[src/rtl/vcache_req_arbiter.sv]
// vcache_req_arbiter: round-robin arbiter sharing one vcache request port among
// num_req_p requesters. A tag FIFO of requester IDs routes the in-order
// responses back to the requester that issued each request.
// Optional statistics counters are built when VCACHE_ARB_STATS_EN is defined.
module vcache_req_arbiter #(
  parameter int num_req_p    = 2,
  parameter int pkt_width_p  = 32,
  parameter int data_width_p = 32,
  parameter int max_out_p    = 4,
  localparam int id_width_lp  = $clog2(num_req_p),
  localparam int cnt_width_lp = $clog2(max_out_p + 1),
  localparam int ptr_width_lp = (max_out_p > 1) ? $clog2(max_out_p) : 1
) (
  input  logic                           clk_i,
  input  logic                           reset_n_i,
  input  logic [num_req_p-1:0]           req_v_i,
  input  logic [num_req_p*pkt_width_p-1:0] req_pkt_i,
  output logic [num_req_p-1:0]           req_ready_o,
  output logic                           cache_v_o,
  output logic [pkt_width_p-1:0]         cache_pkt_o,
  input  logic                           cache_ready_i,
  input  logic                           cache_v_i,
  input  logic [data_width_p-1:0]        cache_data_i,
  output logic                           cache_yumi_o,
  output logic [num_req_p-1:0]           resp_v_o,
  output logic [data_width_p-1:0]        resp_data_o,
  input  logic [num_req_p-1:0]           resp_yumi_i,
  output logic [cnt_width_lp-1:0]        outstanding_o,
  output logic                           error_o,
  output logic [31:0]                    grant_total_o,
  output logic [31:0]                    stall_cycles_o
);

  logic [id_width_lp-1:0]  rr_q, rr_d, grant_s, head_s;
  logic                    any_v_s, full_s, empty_s, cache_v_s, push_s, pop_s;
  logic [ptr_width_lp-1:0] wptr_q, wptr_d, rptr_q, rptr_d;
  logic [cnt_width_lp-1:0] cnt_q, cnt_d;
  logic                    error_q, error_d;
  logic [num_req_p-1:0]    resp_v_s, req_ready_s;
  logic [id_width_lp-1:0]  tag_q [max_out_p];

  // Circular pointer increment that wraps at the FIFO depth (depth need not be a power of two).
  function automatic logic [ptr_width_lp-1:0] ptr_inc(input logic [ptr_width_lp-1:0] p);
    if (p == ptr_width_lp'(max_out_p - 1)) begin
      ptr_inc = '0;
    end else begin
      ptr_inc = p + 1'b1;
    end
  endfunction

  // Round-robin search: first valid requester at or above rr_q, modulo num_req_p.
  always_comb begin : grant_search
    int idx;
    grant_s = '0;
    any_v_s = 1'b0;
    idx     = 0;
    // Walk offsets from highest to lowest so the smallest offset wins last.
    for (int k = num_req_p - 1; k >= 0; k--) begin
      idx = (int'(rr_q) + k) % num_req_p;
      if (req_v_i[id_width_lp'(idx)]) begin
        grant_s = id_width_lp'(idx);
        any_v_s = 1'b1;
      end else begin
        grant_s = grant_s;
      end
    end
  end

  // Request path: full flag is registered, so cache_ready_i never reaches cache_v_o.
  always_comb begin
    full_s    = (cnt_q == cnt_width_lp'(max_out_p));
    cache_v_s = any_v_s & ~full_s;
    push_s    = cache_v_s & cache_ready_i;
    for (int i = 0; i < num_req_p; i++) begin
      req_ready_s[i] = push_s & (grant_s == id_width_lp'(i));
    end
    cache_pkt_o = req_pkt_i[int'(grant_s)*pkt_width_p +: pkt_width_p];
  end

  // Response path: route to the FIFO head; stray responses or yumis flag an error.
  always_comb begin
    empty_s = (cnt_q == '0);
    head_s  = tag_q[rptr_q];
    for (int i = 0; i < num_req_p; i++) begin
      resp_v_s[i] = cache_v_i & ~empty_s & (head_s == id_width_lp'(i));
    end
    pop_s   = |(resp_v_s & resp_yumi_i);
    error_d = error_q | (cache_v_i & empty_s) | (|(resp_yumi_i & ~resp_v_s));
  end

  // Next-state for the priority pointer, FIFO pointers and occupancy.
  always_comb begin
    if (push_s) begin
      if (grant_s == id_width_lp'(num_req_p - 1)) begin
        rr_d = '0;
      end else begin
        rr_d = grant_s + 1'b1;
      end
      wptr_d = ptr_inc(wptr_q);
    end else begin
      rr_d   = rr_q;
      wptr_d = wptr_q;
    end
    if (pop_s) begin
      rptr_d = ptr_inc(rptr_q);
    end else begin
      rptr_d = rptr_q;
    end
    case ({push_s, pop_s})
      2'b10:   cnt_d = cnt_q + 1'b1;
      2'b01:   cnt_d = cnt_q - 1'b1;
      default: cnt_d = cnt_q;
    endcase
  end

  // State registers, including the tag storage written on every accept.
  always_ff @(posedge clk_i or negedge reset_n_i) begin
    if (!reset_n_i) begin
      rr_q    <= '0;
      wptr_q  <= '0;
      rptr_q  <= '0;
      cnt_q   <= '0;
      error_q <= 1'b0;
      for (int i = 0; i < max_out_p; i++) begin
        tag_q[i] <= '0;
      end
    end else begin
      rr_q    <= rr_d;
      wptr_q  <= wptr_d;
      rptr_q  <= rptr_d;
      cnt_q   <= cnt_d;
      error_q <= error_d;
      if (push_s) begin
        tag_q[wptr_q] <= grant_s;
      end
    end
  end

`ifdef VCACHE_ARB_STATS_EN
  logic [31:0] grant_cnt_q, grant_cnt_d, stall_cnt_q, stall_cnt_d;

  // Statistics: accepts and cycles stalled by the vcache; both wrap naturally.
  always_comb begin
    if (push_s) begin
      grant_cnt_d = grant_cnt_q + 32'd1;
    end else begin
      grant_cnt_d = grant_cnt_q;
    end
    if (cache_v_s & ~cache_ready_i) begin
      stall_cnt_d = stall_cnt_q + 32'd1;
    end else begin
      stall_cnt_d = stall_cnt_q;
    end
  end

  // Statistics counter registers.
  always_ff @(posedge clk_i or negedge reset_n_i) begin
    if (!reset_n_i) begin
      grant_cnt_q <= 32'd0;
      stall_cnt_q <= 32'd0;
    end else begin
      grant_cnt_q <= grant_cnt_d;
      stall_cnt_q <= stall_cnt_d;
    end
  end

  assign grant_total_o  = grant_cnt_q;
  assign stall_cycles_o = stall_cnt_q;
`else
  assign grant_total_o  = 32'd0;
  assign stall_cycles_o = 32'd0;
`endif

  assign cache_v_o     = cache_v_s;
  assign req_ready_o   = req_ready_s;
  assign resp_v_o      = resp_v_s;
  assign resp_data_o   = cache_data_i;
  assign cache_yumi_o  = pop_s;
  assign outstanding_o = cnt_q;
  assign error_o       = error_q;

endmodule
[config.mk]
export PLATFORM = sky130hd
export DESIGN_NAME = vcache_req_arbiter
export DESIGN_NICKNAME = d
export VERILOG_FILES = /design/src/rtl/vcache_req_arbiter.sv
export SDC_FILE = /design/constraint.sdc
export NUM_CORES = 1
export LEC_CHECK = 0
export ABC_AREA = 1
export BUFFER_PORTS_ARGS = -buffer_cell sky130_fd_sc_hd__buf_2
export CAP_MARGIN = 20
export CORE_AREA = 5 5 90 92
export DETAILED_ROUTE_END_ITERATION = 10
export DIE_AREA = 0 0 95 97
export PLACE_DENSITY = 0.7
export SLEW_MARGIN = 30
export SYNTH_ARGS = -nofsm -noshare
export SYNTH_HDL_FRONTEND = slang
export SYNTH_SLANG_ARGS = --single-unit
export TNS_END_PERCENT = 5
[constraint.sdc]
create_clock -name clk_i -period 2.67 [get_ports clk_i]
set_input_delay 0.267 -clock clk_i [delete_from_list [all_inputs] [get_ports clk_i]]
set_output_delay 0.267 -clock clk_i [all_outputs]
set_load 0.05 [all_outputs]
==> flow_summary.yaml <==
status:
  status: "finished clean"
pwr:
  p_int_uw: 792
  vdd.ir_drop.worst_mv: 0.348
  finalPower_mw: 2.28
  powerDensity_nw_per_um2: 1040
  seqPwrFrac_pct: 16.5
  p_leak_nw: 1.41
  pwr-share-comb_pct: 75.9
  switching_power_mw: 1.48
  netSwitchingFraction_pct: 65.2
  power_frac_clock_pct: 7.6
timing:
  setup-violations-final: 0
  fin_tns_setup_ns: 0
  layout_min_cycle_time_ns: 2.12
  timing.fmax_ghz: 0.471
  hold_viol: 0
  finalClockSkew_ns: 0.00102
  post-route-period-util_pct: 79.4
  rsz0062_at_grt: "false"
  drv_slew: 0
die:
  die-width_um: 95
  die_h_um: 97
  start_util_pct: 27.3
  die-area_um2: 9220
  rows: 31
  io_pins: 242
  core_area_um2: 7140
clock_tree:
  cts-hold-fix-buffers: 1
  cts.path.max_buffers: 2
  cts_setup_buffers: 0
  clk_latency_ns: 0.24
  clock-sinks: 13
  cts_tree: "built"
  cts.htree.levels: 1
  cts_root_buf: "clkbuf_8"
  clk_pin_slew_ns: 0.05
  cts_resized: 0
  numCtsBuffers: 3
worst_setup_path:
  crit_arrival_ns: 2.24
  cp_num_buf_inv: 2
  start_kind: "register"
  cp_common_cell: "nand2_1"
  crit_family: "adder cells"
  path_cells: "inv_2, nand2_1, nand2_1, nand2_1, nand2_1, nand3_2, nand2_2, ha_1, inv_1, fa_1, a21oi_1, o21ai_0, xor2_1"
  critical-path-slowest-cell: "dfrtp_1"
  r2r-end: "outstanding_o[2]"
  r2r-start: "rptr_q[0]"
  required_ns: 2.79
  regToRegSetupSlack_ns: 0.55
  worstRegToRegCells: 13
  critPathKind: "register to register"
  cp-end-kind: "register"
  max_stage_delay_ns: 0.45
  critical_path.max_fanout: 7
job:
  max-cap-violations: 0
final_layout:
  n_antenna_cell: 0
  fill_cells: 822
  drive_gt1_share_pct: 35.2
  area_growth_syn_to_layout_pct: 12.6
  stdcell_count: 474
  fin_nets: 487
global_routing:
  grt_usage_pct: 10.3
  grt_max_degree: 36
  grt_pass1_vias: 1693
  grt_pass1_wl_um: 7930
  gr-total-overflow: 0
  antenna_found_initial: 0
synthesis:
  yosysTopAreaCellShare_pct: 37.0
  yosys.area.top_type: "buf_4"
  synthArstFlopShare_pct: 100
  syn_area_per_cell_um2: 6.58
  ys_types: 29
  yosys-top-cells-count: "nand2_1, buf_4, inv_1"
  synth_seq_cells: 13
  synth_top_flop_cell: "dfrtp_1"
  yosysWarnings: 0
  synth.area.top_cells: "buf_4, nand2_1, dfrtp_1"
  synthCells: 296
  synth.most_common_cell: "nand2_1"
  synth_edf_count: 0
  seq_area_frac_synth_pct: 16.7
  synth_area_um2: 1950
detailed_routing:
  drt_iter0_markers: 44
  wl_per_cell_um: 10.7
  drc: 0
  vias: 1755
  vias_per_cell: 3.70
  drtAntennaViolNets: 0
  routed_wl_um: 5060
  drt_first_pass_iters: 4
placed_design:
  hpwl_um: 4440
  place_congestion: 0.745
  io_buffers: 112
  dp.cells: 469
min_path:
  hold_class: "input port to register"
  min_to: "error_o"
  holdPathStages: 3
  worstHoldStart: "resp_yumi_i[0]"
flip-flops by register name (all words and copies together) (netlist names):
| name | flops |
|---|---|
| outstanding_o | 3 |
| error_o | 1 |
| rr_q | 1 |
| wptr_q | 2 |
| rptr_q | 2 |
| tag_q | 4 |
metal layers:
layer,up-vias,share of wire (%),GRT usage [%]
met1,751,39,12.2
met4,0,0.28,2.66
li1,893,-,-
met3,2,11,2.95
met5,-,0,0
met2,109,50,18.1
worst reg2reg max path, cell delays in order, from the launching register on:
cell and delay (ns):
dfrtp_1 0.45, inv_2 0.10, nand2_1 0.07, nand2_1 0.06
nand2_1 0.04, nand2_1 0.09, nand3_2 0.09, nand2_2 0.11
ha_1 0.15, inv_1 0.07, fa_1 0.39, a21oi_1 0.14
o21ai_0 0.10, xor2_1 0.15
stage by stage:
step / instance area (um2) / hold WS [ns] / util [%] / setup slack (ns)
CTS: 2190 / 0.249 / 30.7 / 0.533
finish: 2190 / 0.254 / 30.7 / 0.549
detailed placement: 2140 / 0.177 / 29.9 / 0.536
floorplan: 2180 / -0.0286 / - / 0.0933
global placement: 2140 / 0.170 / 29.9 / 0.588
global route: 2190 / 0.254 / 30.7 / 0.345
how the worst max path moves through the flow:
| stage | cells past startpoint | slack (ns) | end | from |
|---|---|---|---|---|
| 2_1_floorplan | 10 | 0.09 | outstanding_o[2] | outstanding_o[2] |
| 3_5_place_dp | 13 | 0.54 | outstanding_o[2] | rptr_q[0] |
| 3_3_place_gp | 9 | 0.59 | outstanding_o[2] | outstanding_o[1] |
| 4_1_cts | 13 | 0.53 | outstanding_o[2] | rptr_q[0] |
| 5_1_grt | 12 | 0.34 | outstanding_o[2] | rptr_q[0] |
| 6_report | 13 | 0.55 | outstanding_o[2] | rptr_q[0] |
placed cells by master, fill, tap and decap left out, types with 2 or more instances in the layout:
cell	count
nand2_1	119
buf_2	112
conb_1	64
inv_1	14
dfrtp_1	13
nand3_1	7
ha_1	6
nor2_1	5
o21ai_0	5
nand2_2	4
a21oi_1	3
clkbuf_8	3
nand3_2	2
a21oi_2	2
final cells by class:
type / count / area, um2 / area share [%]
Multi-Input combinational cell: 227 / 1040 / 47.4
Timing Repair Buffer: 115 / 598 / 27.3
Sequential cell: 13 / 325 / 14.8
Inverter: 16 / 60.1 / 2.74
Tap cell: 99 / 124 / 5.65
Clock buffer: 4 / 45.0 / 2.05
logic make-up (layout without fill, tap and decap cells):
group | Yosys count | after routing | synth area share (%)
AOI/OAI and AO/OA | 15 | 15 | 5.66
xor gates and xnor gates | 2 | 2 | 0.900
DFF | 13 | 13 | 16.7
buffers and inverters | 119 | 135 | 42.0
adders and majority gates | 7 | 7 | 4.88
other | 1 | 64 | 0.193
and+or+nand+nor | 139 | 139 | 29.6
power groups by stage:
stage	registers, mW	logic, mW	clock network [mW]
2_1_floorplan	0.446	1.51	0
3_3_place_gp	0.374	1.71	0
3_5_place_dp	0.382	1.74	0
4_1_cts	0.377	1.75	0.183
5_1_grt	0.393	1.88	0.195
6_report	0.376	1.73	0.173
(Power assumes the default switching activity.)
